## config.mk

```make
export PLATFORM = sky130hd
export DESIGN_NAME = mux_sel_seq
export DESIGN_NICKNAME = d
export VERILOG_FILES = /design/src/rtl/mux_sel_seq.sv
export SDC_FILE = /design/constraint.sdc
export NUM_CORES = 1
export LEC_CHECK = 0
export CAP_MARGIN = 15
export CORE_ASPECT_RATIO = 0.5
export CORE_MARGIN = 2
export CORE_UTILIZATION = 30
export DETAILED_ROUTE_END_ITERATION = 12
export MAX_ROUTING_LAYER = met4
export SLEW_MARGIN = 5
export SYNTH_ARGS = -nofsm -noshare
export SYNTH_HDL_FRONTEND = slang
export SYNTH_SLANG_ARGS = --single-unit
```

## constraint.sdc

```tcl
create_clock -name clk -period 1.85 [get_ports clk]
set_input_delay 0.185 -clock clk [delete_from_list [all_inputs] [get_ports clk]]
set_output_delay 0.185 -clock clk [all_outputs]
set_load 0.01 [all_outputs]
```

## src/rtl/mux_sel_seq.sv

```systemverilog
// mux_sel_seq: steps the 2-bit select of the 4:1 LED pattern mux, automatically or per step edge.
// Optional ping-pong sequencing is enabled by defining MUX_SEL_SEQ_BOUNCE_EN.
module mux_sel_seq #(
  parameter int               DIV_W   = 26,
  parameter logic [DIV_W-1:0] DIV_MAX = 26'd49_999_999
) (
  input  logic clk,
  input  logic reset_n,
  input  logic run,
  input  logic dir,
  input  logic step,
  input  logic bounce,
  output logic sel0,
  output logic sel1,
  output logic tick,
  output logic wrap
);

  localparam logic [DIV_W-1:0] CNT_ONE = {{(DIV_W-1){1'b0}}, 1'b1};

  logic [DIV_W-1:0] cnt;
  logic [1:0]       sel;
  logic             step_q;
  logic             auto_ev;
  logic             man_ev;
  logic             adv;
  logic             move_down;
  logic             wrap_nxt;
  logic [1:0]       sel_nxt;

  assign auto_ev = run && (cnt == DIV_MAX);
  assign man_ev  = step && !step_q;
  assign adv     = auto_ev || man_ev;

`ifdef MUX_SEL_SEQ_BOUNCE_EN
  localparam logic PP_UP   = 1'b0;
  localparam logic PP_DOWN = 1'b1;

  logic pp_dir;

  assign move_down = bounce ? pp_dir : dir;
  assign sel_nxt   = move_down ? (sel - 2'd1) : (sel + 2'd1);

  // Ping-pong flags every arrival at either end; normal mode flags only the wraparound.
  assign wrap_nxt  = bounce ? ((sel_nxt == 2'd3) || (sel_nxt == 2'd0))
                            : (move_down ? (sel_nxt == 2'd3) : (sel_nxt == 2'd0));

  always_ff @(posedge clk) begin
    if (!reset_n) begin
      pp_dir <= PP_UP;
    end else if (adv && bounce) begin
      if (sel_nxt == 2'd3) begin
        pp_dir <= PP_DOWN;
      end else if (sel_nxt == 2'd0) begin
        pp_dir <= PP_UP;
      end
    end
  end
`else
  logic unused_bounce;

  assign unused_bounce = bounce;
  assign move_down     = dir;
  assign sel_nxt       = move_down ? (sel - 2'd1) : (sel + 2'd1);
  assign wrap_nxt      = move_down ? (sel_nxt == 2'd3) : (sel_nxt == 2'd0);
`endif

  // A manual step restarts the prescaler so the next auto advance is a full period away.
  always_ff @(posedge clk) begin
    if (!reset_n) begin
      cnt    <= '0;
      sel    <= 2'b00;
      tick   <= 1'b0;
      wrap   <= 1'b0;
      step_q <= 1'b1;
    end else begin
      step_q <= step;
      tick   <= adv;
      wrap   <= adv && wrap_nxt;
      if (adv) begin
        sel <= sel_nxt;
      end
      if (!run || adv) begin
        cnt <= '0;
      end else begin
        cnt <= cnt + CNT_ONE;
      end
    end
  end

  assign sel0 = sel[0];
  assign sel1 = sel[1];

endmodule

```

==> metrics, run 1 <==
layout net count=211; number of nets produced by synthesis=179; status=finished, final reports clean; required arrival time at the worst endpoint=2.06 ns; Die ar.=5789 µm²; Via Count=1,408; RePlAce Congestion=0.8166; share of the cycle needed by the critical path after routing=95.58%; pin count of the biggest net entering global routing=26; cell accounting for the most synthesized area=dfxtp_1; # setup viols final=0; Critical Setup Path Class=flop to flop; Remaining DRCs=0; chip height=54.81 µm; crit path launch type=flop; final hold violation count=0; classification of the worst-slack hold path=flop to flop; total of flip-flops plus latches after synthesis=31; slowest stage cell on the critical path=or4_4; leakage=0.7073 nW; clock tree from TritonCTS=built; insertion delay of the later-clocked pin in the worst-skew pair=0.28 ns; Crit. End Element=flop; worst setup slack for register-to-register paths=0.08 ns; Tot GR Track Use=14.06%; count leader, synth=dfxtp_1; Final Instance Count excl. Fillers=273; Min Clock Period, post-route=1.768 ns; Port Buf Inserts=8; hold-critical path endpoint=cnt[23]$_SDFF_PP0_; Inst Count DP=265; synthesized instance count=170; highest net fanout along the worst path=6; placeable core region=4955 µm²; Highest Clock Rate=0.5655 GHz; RSZ-0062 raised after global routing=false; number of nets with antenna violations after detailed routing=0; Max transition margin=75.51%; Unique masters post-synth=40; clk_skew=0.004172 ns; final-layout setup total negative slack=0 ns; FF-to-FF path depth=5; dominant cells by area after synthesis=dfxtp_1 (40%), xor2_1 (5.1%), nor3_1 (4.2%); n_diodes=0; number of placement rows=18; actual transition at the worst max-transition pin=0.3640 ns; H-tree level count=2; async set-or-reset flop fraction in the synthesized netlist=0%; detailed-route wire length=3503 µm; Longest Clk Path Bufs=2; wire length per cell=12.83 µm; top cell type's share of synthesized area=40.06%; post-detailed-route via-to-cell ratio=5.158; share of layout cells above drive strength 1=25.62%; CTS hold repair buffers=0; worst path cell trace=ha_4 -> nand4_1 -> or4_4 -> or3_4 -> a211oi_2; clock buffer count from CTS=5; count of final max-slew check failures=0; count of flip-flops with a built-in enable after synthesis=0; number of warning messages in the yosys log=0; Primary FF master, synth=dfxtp_1; total half-perimeter wirelength after legalization and detailed placement=2522 µm; I/O pin cnt=10; data arrival time of the critical path=1.98 ns; worst flop-to-flop path endpoint=cnt[24]$_SDFF_PP0_; initial cell density of the core=31.26%; Worst path max stage delay=0.54 ns; buffer cell driving the clock tree root=clkbuf_8; vias in the first global route=1,319; worst supply voltage drop on vdd=0.0002696 V; global-route wire length before repair=6030 µm; mean instance size in the synthesized netlist=9.112 µm²; area growth from synthesis to final layout=30.94%; area of the mapped netlist=1549 µm²; total iterations of the first detailed-routing run=4; HP Start=cnt[23]$_SDFF_PP0_; top cells by count, synth=dfxtp_1 (31), nor3_1 (13), nand2_1 (12); clock slew seen by the registers of the worst setup and hold paths=0.07 ns; number of antenna violations at the first check in global routing=0; setup bufs post-CTS=0; hold-critical path depth=2; x dimension of the die=105.6 µm; # clock sinks=31; max-cap check violation count=0; sequential fraction of the synthesis area=40.06%; initial DRC count=56; Power Dens Cells=706.4 nW/µm²; start of the worst register-to-register path=cnt[1]$_SDFF_PP0_; Remaining Overflow, GRT=0
-- layout make-up --
cell class	instances	area [µm²]
flip-flops and latches	31	625.6
clock buffers	6	82.58
clock inverters	2	35.03
multi-input cells	130	917.1
inverters	2	7.507
repair buffers	32	272.8
well taps	70	87.58
fillers	497	2927
-- cells by family (layout without fill, tap and decap cells) --
kind of cell    after synthesis  count (layout)  share of synthesized area (%)
simple gates                 87              87                          34.17
xor+xnor                     14              14                          7.916
flops                        31              31                          40.06
buf+inv                       9              42                          2.504
fa+ha+maj                     3               3                          2.424
compound gates               23              23                          10.99
mux                           3               3                          1.939
-- what timing repair did --
item	in CTS	in global routing
pin swaps	0	5
hold endpoints to repair	0	0
endpoints found under the setup margin	1	8
gates resized for setup	1	9
-- metal layers --
metal / share of wire (%) / vias to the layer above / GRT usage [%]
met2: 43 / 25 / 22.04
li1: - / 706 / -
met5: 0 / - / -
met4: 1.6 / 0 / 5.921
met3: 4.1 / 8 / 3.214
met1: 51 / 669 / 17.88
-- stage by stage --
| stage | hold WS, ns | area (µm²) | worst slack, ns | power [mW] | utilization, % |
|---|---|---|---|---|---|
| detailed placement | 0.4787 | 1878 | 0.02251 | 0.7535 | 37.90 |
| global placement | 0.4664 | 1878 | 0.04320 | 0.7507 | 37.90 |
| global route | 0.5186 | 2028 | 0.005924 | 1.495 | 40.93 |
| CTS | 0.4876 | 1999 | 0.05812 | 1.454 | 40.35 |
| floorplan | 0.2865 | 1549 | 0.04746 | 0.7245 | - |
| finish | 0.4861 | 2028 | 0.08176 | 1.433 | 40.93 |
-- how the worst max path moves through the flow --
stage                            startpoint                 end  slack [ns]  cells past startpoint
final                     cnt[1]$_SDFF_PP0_  cnt[24]$_SDFF_PP0_        0.08                      5
after global routing      cnt[5]$_SDFF_PP0_  cnt[25]$_SDFF_PP0_       0.006                      4
after CTS                 cnt[1]$_SDFF_PP0_  cnt[24]$_SDFF_PP0_        0.06                      5
after detailed placement  cnt[1]$_SDFF_PP0_  cnt[24]$_SDFF_PP0_        0.02                      5
after global placement    cnt[1]$_SDFF_PP0_  cnt[24]$_SDFF_PP0_        0.04                      5
after floorplan           cnt[9]$_SDFF_PP0_  cnt[24]$_SDFF_PP0_        0.05                      5
-- report_power, final --
group | switching, mW | internal, mW
logic | 0.0290 | 0.0325
registers | 0.00453 | 0.673
clock network | 0.258 | 0.435
total | 0.292 | 1.14
-- state kept, by name, indices dropped and copies added (netlist names) --
register  flops
cnt          26
sel           2
step_q        1
tick          1
wrap          1
-- worst max-delay path, delay by kind of cell (launching register included) --
| family | cells | cell delay, ns |
|---|---|---|
| flops | 1 | 0.36 |
| compound gates | 1 | 0.18 |
| fa+ha+maj | 1 | 0.14 |
| simple gates | 3 | 1.02 |
-- layout by cell type, fill, tap and decap left out, types with 5 or more instances in the layout --
| cell type | count |
|---|---|
| a211oi_1 | 8 |
| nand2_1 | 11 |
| xnor2_1 | 5 |
| dfxtp_1 | 29 |
| clkdlybuf4s50_1 | 8 |
| nand3_1 | 10 |
| xor2_1 | 9 |
| buf_4 | 23 |
| nor3_1 | 13 |
| nand4_1 | 8 |
| clkbuf_8 | 6 |
| and3_1 | 5 |
| or4_1 | 5 |
Power figures use the tool's default switching activity.
==> inputs of run 2 (changes only) <==
Settings changed: PLACE_DENSITY set to 0.48.
==> run 2 against run 1 <==
Final area up 1.3%. Flip-flop and latch count did not move. Die area unchanged. Non-clock buffer count grew 8. Sequential share of layout area shrank 0.39 points. Via count shrank 0.50%. Clock power fell by 26%. Critical endpoint is now cnt[18]$_SDFF_PP0_.
==> metrics, run 2 (synthesis gave the netlist of run 1 again) <==
leakage=0.7251 nW; initial cell density of the core=31.26%; total half-perimeter wirelength after legalization and detailed placement=2769 µm; pin count of the biggest net entering global routing=26; # setup viols final=0; Largest register FFs=26; final-layout setup total negative slack=0 ns; Longest Clk Path Bufs=2; Remaining Overflow, GRT=0; slack of the critical path=0.05540 ns; worst setup slack for register-to-register paths=0.06 ns; data arrival time of the critical path=2.00 ns; Filler Cells Inserted=529; total iterations of the first detailed-routing run=4; Min Clock Period, post-route=1.795 ns; actual transition at the worst max-transition pin=0.3384 ns; Power Dens Cells=610.2 nW/µm²; start of the worst register-to-register path=cnt[0]$_SDFF_PP0_; crit path launch type=flop; clk_skew=0.009248 ns; Critical Setup Path Class=flop to flop; Highest Clock Rate=0.5572 GHz; Die ar.=5789 µm²; worst slack at placement=-0.005879 ns; buffer cell driving the clock tree root=clkbuf_8; number of nets with antenna violations after detailed routing=0; Remaining DRCs=0; classification of the worst-slack hold path=flop to flop; slowest stage cell on the critical path=or4_4; global-route wire length before repair=6327 µm; H-tree level count=2; kind of cell adding the most delay to the critical path=simple AND/OR/NAND/NOR gates; most frequent cells in the layout=buf_4 (32), dfxtp_1 (27), nor3_1 (13); detailed-route wire length=3880 µm; end-of-flow core utilization=41.46%; clock slew seen by the registers of the worst setup and hold paths=0.07 ns; RSZ-0062 raised after global routing=true; worst flop-to-flop path endpoint=cnt[18]$_SDFF_PP0_; status=finished, final reports clean; FF-to-FF path depth=5; depth of the critical timing path with buffers and inverters included=5; max-cap check violation count=0; register bank with the most flops=cnt; tightest hold margin=0.4902 ns; multi-input logic area=932.1 µm²; insertion delay of the later-clocked pin in the worst-skew pair=0.28 ns; placeable core region=4955 µm²; post-detailed-route via-to-cell ratio=4.986; # clock sinks=31; Max transition margin=77.44%; Tot GR Track Use=14.91%; crit path from=cnt[0]$_SDFF_PP0_; Crit path buffers/inverters=0; number of placement rows=18; highest net fanout along the worst path=6; total power of the final layout=1.254 mW; count of final max-slew check failures=0; Port Buf Inserts=8; chip height=54.81 µm; final hold violation count=0; clock tree from TritonCTS=built; CP Capture Point=cnt[18]$_SDFF_PP0_; number of antenna violations at the first check in global routing=0; sequential cell area in the final layout=625.6 µm²; Via Count=1,401; worst path cell trace=ha_4 -> nand4_1 -> or4_4 -> or3_4 -> a211oi_2; x dimension of the die=105.6 µm; vias in the first global route=1,298; share of the cycle needed by the critical path after routing=97.01%; RePlAce Congestion=0.7158; share of layout cells above drive strength 1=29.86%; most common library cell in the layout ignoring fill and taps=buf_4; n_diodes=0; Worst path max stage delay=0.58 ns; clock buffer count from CTS=5; Crit. End Element=flop; initial DRC count=34; worst supply voltage drop on vdd=0.0002522 V; area growth from synthesis to final layout=32.63%; wire length per cell=13.81 µm; required arrival time at the worst endpoint=2.05 ns; registers with the most flip-flops=cnt x26, sel x2; layout net count=219; I/O pin cnt=10
[run 2: cell count changes in the layout (fill, tap and decap cells not counted), sizes merged]
cell / delta
clkbuf: +1
buf: +8
bufinv: -1
[run 2: per-layer routing]
metal,GRT usage (%),part of all wire (%)
met5,-,0
met4,3.947,0.70
met3,3.571,2.2
met2,22.15,40
met1,20.45,57
[run 2: power by group]
group	switching (mW)	total [mW]	internal (mW)
Sequential	0.00464	0.679	0.674
Clock	0.248	0.512	0.264
Combinational	0.0301	0.0633	0.0333
Total	0.283	1.25	0.971
[run 2: timing repair]
item / 4_1_cts / 5_1_grt
endpoints found under the setup margin: 2 / 6
endpoints found under the hold margin: 0 / 0
pin swaps: 1 / 6
setup buffers: 3 / 2
gates resized for setup: 1 / 13
hold buffers: 0 / 0
[run 2: area by class of cell]
class | count | share of cell area [%]
clock buffer | 7 | 3.715
clock inverter | 1 | 0.2436
inverter | 2 | 0.3654
multi-input combinational | 130 | 45.37
sequential | 31 | 30.45
tap | 70 | 4.263
timing repair buffer | 40 | 15.59
[run 2: worst min path at each step]
| stage | start | end | slack [ns] | depth (start not counted) |
|---|---|---|---|---|
| floorplan | step | step_q$_SDFF_PN1_ | 0.29 | 1 |
| global placement | cnt[23]$_SDFF_PP0_ | cnt[23]$_SDFF_PP0_ | 0.47 | 2 |
| detailed placement | sel[1]$_SDFFE_PN0P_ | sel[1]$_SDFFE_PN0P_ | 0.48 | 2 |
| CTS | sel[1]$_SDFFE_PN0P_ | sel[1]$_SDFFE_PN0P_ | 0.50 | 2 |
| global route | cnt[23]$_SDFF_PP0_ | cnt[23]$_SDFF_PP0_ | 0.51 | 2 |
| finish | sel[1]$_SDFFE_PN0P_ | sel[1]$_SDFFE_PN0P_ | 0.49 | 2 |
[run 2: worst min-delay path, stage by stage, from the launching register on]
cell,delay [ns]
dfxtp_1,0.33
nand2_1,0.06
mux2i_1,0.05
[run 2: stage by stage]
stage / cells / cell area, µm²
CTS: 279 / 1996
global placement: 268 / 1888
global route: 281 / 2054
finish: 281 / 2054
floorplan: 170 / 1549
detailed placement: 268 / 1888
==> inputs of run 3 (changes only) <==
Settings changed: PLACE_DENSITY 0.48 to 0.46.
Clock period 1.85 ns to 2.2 ns, I/O delays scaled along.
==> run 3 against run 2 <==
Final area down 11%. First-iteration DRC count up 32%. Hold slack worse by 0.00060 ns. Register-to-register slack better by 0.15 ns. Clock skew down 0.0064 ns. Critical path type unchanged. Highest routed layer unchanged.
==> metrics, run 3 (synthesis gave the netlist of run 1 again) <==
Via Count=1,332; vias in the first global route=1,220; registers with the most flip-flops=cnt x26, sel x2; clock tree from TritonCTS=built; worst flop-to-flop path endpoint=cnt[24]$_SDFF_PP0_; post-detailed-route via-to-cell ratio=5.224; Remaining DRCs=0; CTS hold repair buffers=0; setup bufs post-CTS=0; slowest stage cell on the critical path=or4_1; multi-input logic area=889.6 µm²; detailed-route wire length=3576 µm; HP Start=sel[1]$_SDFFE_PN0P_; status=finished, final reports clean; most common library cell in the layout ignoring fill and taps=dfxtp_1; most frequent cells in the layout=dfxtp_1 (31), nor3_1 (13), nand2_1 (12); classification of the worst-slack hold path=flop to flop; hold-critical path endpoint=sel[1]$_SDFFE_PN0P_; number of antenna violations at the first check in global routing=0; x dimension of the die=105.6 µm; worst setup slack for register-to-register paths=0.21 ns; Min Clock Period, post-route=1.994 ns; Highest Clock Rate=0.5014 GHz; Critical Setup Path Class=flop to flop; hold-critical path depth=2; count of final max-slew check failures=0; slack of the critical path=0.2057 ns; layout net count=194; number of nets with antenna violations after detailed routing=0; final-layout setup total negative slack=0 ns; Die ar.=5789 µm²; worst supply voltage drop on vdd=0.0002115 V; start of the worst register-to-register path=cnt[0]$_SDFF_PP0_; number of placement rows=18; leakage=0.5971 nW; clock buffer count from CTS=5; end-of-flow core utilization=36.84%; clk_skew=0.002821 ns; Max transition margin=76.98%; Filler Cells Inserted=536; data arrival time of the critical path=2.20 ns; final hold violation count=0; register bank with the most flops=cnt; Port Buf Inserts=8; Crit. End Element=flop; total power of the final layout=1.071 mW; area growth from synthesis to final layout=17.85%; Power Dens Cells=586.6 nW/µm²; I/O pin cnt=10; FF-to-FF path depth=5; initial cell density of the core=31.26%; total half-perimeter wirelength after legalization and detailed placement=2518 µm; Remaining Overflow, GRT=0; # clock sinks=31; chip height=54.81 µm; n_diodes=0; placeable core region=4955 µm²; Longest Clk Path Bufs=2; Worst path max stage delay=0.57 ns; share of the cycle needed by the critical path after routing=90.65%; RePlAce Congestion=0.7905; max-cap check violation count=0; H-tree level count=2; # setup viols final=0; pin count of the biggest net entering global routing=26; wire length per cell=14.02 µm; RSZ-0062 raised after global routing=false; post-cts resize count=0; global-route wire length before repair=6058 µm; insertion delay of the later-clocked pin in the worst-skew pair=0.28 ns; total iterations of the first detailed-routing run=4; initial DRC count=45; Tot GR Track Use=14.47%; crit path launch type=flop; sequential cell area in the final layout=620.6 µm²; worst slack at placement=0.2164 ns; buffer cell driving the clock tree root=clkbuf_8; actual transition at the worst max-transition pin=0.3421 ns; highest net fanout along the worst path=7; clock slew seen by the registers of the worst setup and hold paths=0.06 ns; required arrival time at the worst endpoint=2.41 ns; Largest register FFs=26; worst path cell trace=ha_1 -> nand4_1 -> or4_1 -> or3_1 -> a211oi_2; share of layout cells above drive strength 1=14.05%
-- run 3: cell types whose count changed in the layout (fill, tap and decap cells not counted), moves of 2 or more --
cell	delta
dfxtp_2	-4
clkbuf_1	-2
or3_4	-2
dfxtp_1	+4
buf_4	-25
or3_1	+2
-- run 3: power breakdown --
part	switching [mW]	internal [mW]	total (mW)
Combinational	0.0225	0.0230	0.0456
Sequential	0.00369	0.567	0.570
Clock	0.210	0.245	0.455
-- run 3: worst max-delay path: cells and delay by family, from the launching register on --
family,cells,cell delay (ns)
AOI/OAI and AO/OA,1,0.22
adders and majority gates,1,0.23
and+or+nand+nor,3,1.09
DFF,1,0.38
-- run 3: how the worst max path moves through the flow --
stage                               endpoint  slack (ns)              start
after floorplan           cnt[24]$_SDFF_PP0_        0.40  cnt[9]$_SDFF_PP0_
after global placement    cnt[24]$_SDFF_PP0_        0.26  cnt[0]$_SDFF_PP0_
after detailed placement  cnt[24]$_SDFF_PP0_        0.22  cnt[0]$_SDFF_PP0_
after CTS                 cnt[24]$_SDFF_PP0_        0.19  cnt[0]$_SDFF_PP0_
after global routing      cnt[24]$_SDFF_PP0_        0.06  cnt[9]$_SDFF_PP0_
final                     cnt[24]$_SDFF_PP0_        0.21  cnt[0]$_SDFF_PP0_
-- run 3: layout make-up --
class | instances | share of cell area, %
multi-input combinational | 130 | 48.73
timing repair buffer | 15 | 7.265
clock buffer | 6 | 4.524
tap | 70 | 4.798
clock inverter | 1 | 0.2742
inverter | 2 | 0.4112
sequential | 31 | 34.00
-- run 3: through the flow --
step / hold WS [ns] / instance area, µm² / instances
2_1_floorplan: 0.3215 / 1549 / 170
3_3_place_gp: 0.4639 / 1738 / 248
3_5_place_dp: 0.4807 / 1738 / 248
4_1_cts: 0.4918 / 1826 / 255
5_1_grt: 0.5169 / 1826 / 255
6_report: 0.4896 / 1826 / 255
-- run 3: per-layer routing --
layer / vias up / wire [µm] / GRT usage [%]
met3: 7 / 110 / 3.929
met2: 17 / 1382 / 20.00
met1: 636 / 2028 / 19.43
met4: 0 / 54 / 7.237
met5: - / 0 / -
li1: 672 / - / -
==> edit (config.mk and constraints of run 2) <==
The output `wrap` loses its register stage (`wrap` becomes a continuous assignment).
--- a/src/rtl/mux_sel_seq.sv
+++ b/src/rtl/mux_sel_seq.sv
@@ -73,3 +73,2 @@
       tick   <= 1'b0;
-      wrap   <= 1'b0;
       step_q <= 1'b1;
@@ -78,3 +77,2 @@
       tick   <= adv;
-      wrap   <= adv && wrap_nxt;
       if (adv) begin
@@ -90,2 +88,4 @@
 
+  assign wrap = adv && wrap_nxt;
+
   assign sel0 = sel[0];
Function: changed (Yosys sat finds a counterexample within 4 cycles, from zero or initial values and one cycle with reset_n low).
==> edit against run 2 <==
The flow now finishes with violations (setup timing). First-iteration DRC count grew 85%. Critical path depth unchanged. Synthesized area is 6.9% lower. Sequential cell count shrank 1. Wire length decreased by 4.4%. Power grew 0.89%. Final cell count shrank 2.5%. Clock skew shrank 6.7 ps. Worst hold slack better by 13 ps. Worst setup slack got worse by 100 ps. Synthesized cell count shrank 6.5%. Clock power grew 6.8%. Final area up 0.24%. Highest routed layer unchanged.
==> edit: results (changes against run 2) <==
[pwr]
switchingPower_mw = 0.2807  ; -0.69%
max-vdd-ir-drop_v = 0.0003181  ; +26%
power_leakage_nw = 0.7349  ; +1.4%

[cts]
cts_max_path_buffers = 2  ; unchanged
path_clk_slew_ps = 60
insertion_delay_ps = 280  ; about the same
numCtsBuffers = 5  ; unchanged
root_buffer = clkbuf_8

[route]
drt_first_iter_violations = 63  ; +85%
routed_wl_um = 3710  ; -4.4%
num_vias = 1377  ; -1.7%
drc = 0  ; unchanged

[worst_setup_path]
worstSetupStartpointType = register
path_max_fanout = 4  ; -2
r2r-end = cnt[23]
reg2reg_depth = 5  ; unchanged

[timing]
setup_violations = 3  ; +3
setup_ws_ps = -44.52  ; -99.92 ps
tightest_slew_ps = 281.6  ; -56.82 ps
finClkSkew_ps = 2.564  ; -6.684 ps

[placement]
placed_cell_area_um2 = 1882  ; -0.33%
place_congestion = 0.7905  ; +10%
hpwlAfterDp_um = 2562  ; -7.5%

[logic_synthesis]
synth_seq_area_share_pct = 41.63  ; +1.6 points
async_flop_share_pct = 0  ; unchanged
syn_nets = 168  ; -6.1%
yosys.cell_types.count = 30  ; -25%
synthTopCellsByArea = dfxtp_1 42%, a211oi_1 6.2%, xor2_1 4.9%
synth_common_cells = 30 x dfxtp_1, 12 x a211oi_1, 12 x nand2_1, 12 x nand3_1, 11 x nor3_1

[status]
violations = setup timing
status = finished, violations left

[global_routing]
grt_max_degree = 27  ; +3.8%
grt_pass1_wl_um = 6527  ; +3.2%
track_usage_pct = 16.36  ; +1.4 points

[worst_hold_path]
min_path_cells = 2  ; unchanged
hold_path_end = sel[0]
holdCritStartpoint = sel[0]

[final_layout]
drive_gt1_share_pct = 35.10  ; +5.2 points
nets = 216  ; -1.4%
fill_cells = 451  ; -15%

-- edit: cell count changes in the layout (fill, tap and decap cells not counted), moves of 3 or more --
cell / run 2 / this run
buf_4: 32 / 39
o31ai_1: 4 / 9
dfxtp_1: 27 / 23
nor3_1: 13 / 10
nor4_1: 3 / 0
o21ai_1: 3 / 0
-- edit: worst max-delay path by stage --
stage | to | slack [ps] | depth (start not counted)
3_3_place_gp | wrap | -140 | 6
5_1_grt | cnt[23] | -120 | 5
4_1_cts | cnt[23] | -40 | 5
6_report | cnt[23] | -40 | 5
2_1_floorplan | cnt[22] | 6 | 7
3_5_place_dp | wrap | -160 | 6
-- edit: logic make-up after synthesis --
family                   after synthesis  share of synthesized area (%)
buffers and inverters                 10                          2.862
flip-flops                            30                          41.63
AO/OA/AOI/OAI                         27                          13.27
adder cells (fa/ha/maj)                3                          2.602
multiplexers                           3                          2.082
XOR/XNOR                              12                          7.285
AND/OR/NAND/NOR                       74                          30.27
-- edit: what timing repair did --
item,in CTS,in global routing
endpoints found under the setup margin,7,14
setup buffers,1,1
gates resized for setup,17,11
pin swaps,8,5
hold endpoints to repair,0,0
-- edit: critical path: stages, from the launching register on --
cell and delay [ps]:
dfxtp_2 340, buf_6 90, and4_4 230, or4b_4 490, or4_4 490, a211oi_2 180
-- edit: final cells by class --
| type | instances | area (µm²) | share of cell area, % |
|---|---|---|---|
| multi-input cells | 119 | 867.1 | 42.10 |
| flip-flops and latches | 30 | 611.8 | 29.71 |
| repair buffers | 49 | 399.1 | 19.38 |
| clock buffers | 7 | 86.33 | 4.192 |
| well taps | 66 | 82.58 | 4.010 |
| inverters | 2 | 7.507 | 0.3645 |
| clock inverters | 1 | 5.005 | 0.2430 |
-- edit: power groups by stage --
stage / registers [mW] / clock network (mW) / logic [mW]
2_1_floorplan: 0.671 / 0 / 0.0252
3_3_place_gp: 0.670 / 0 / 0.0615
3_5_place_dp: 0.670 / 0 / 0.0621
4_1_cts: 0.656 / 0.563 / 0.0633
5_1_grt: 0.655 / 0.598 / 0.0694
6_report: 0.655 / 0.547 / 0.0631
-- edit: stage by stage --
stage / setup WS (ps) / TNS (ps) / std cells / hold WS [ps] / power (mW)
after floorplan: 6.494 / 0 / 159 / 258.0 / 0.6966
after global placement: -143.4 / -428.0 / 264 / 476.7 / 0.7311
after detailed placement: -155.3 / -668.2 / 264 / 486.1 / 0.7321
after CTS: -42.60 / -42.60 / 273 / 501.6 / 1.283
after global routing: -119.7 / -543.1 / 274 / 509.7 / 1.323
final: -44.52 / -57.91 / 274 / 503.0 / 1.265
-- edit: routing by layer --
layer  GRT usage (%)  part of all wire, %  wire [µm]
met4           6.444                  1.8         66
met3           3.435                  3.0        110
met5               -                    0          0
met2           24.01                   41       1530
met1           22.13                   54       2002
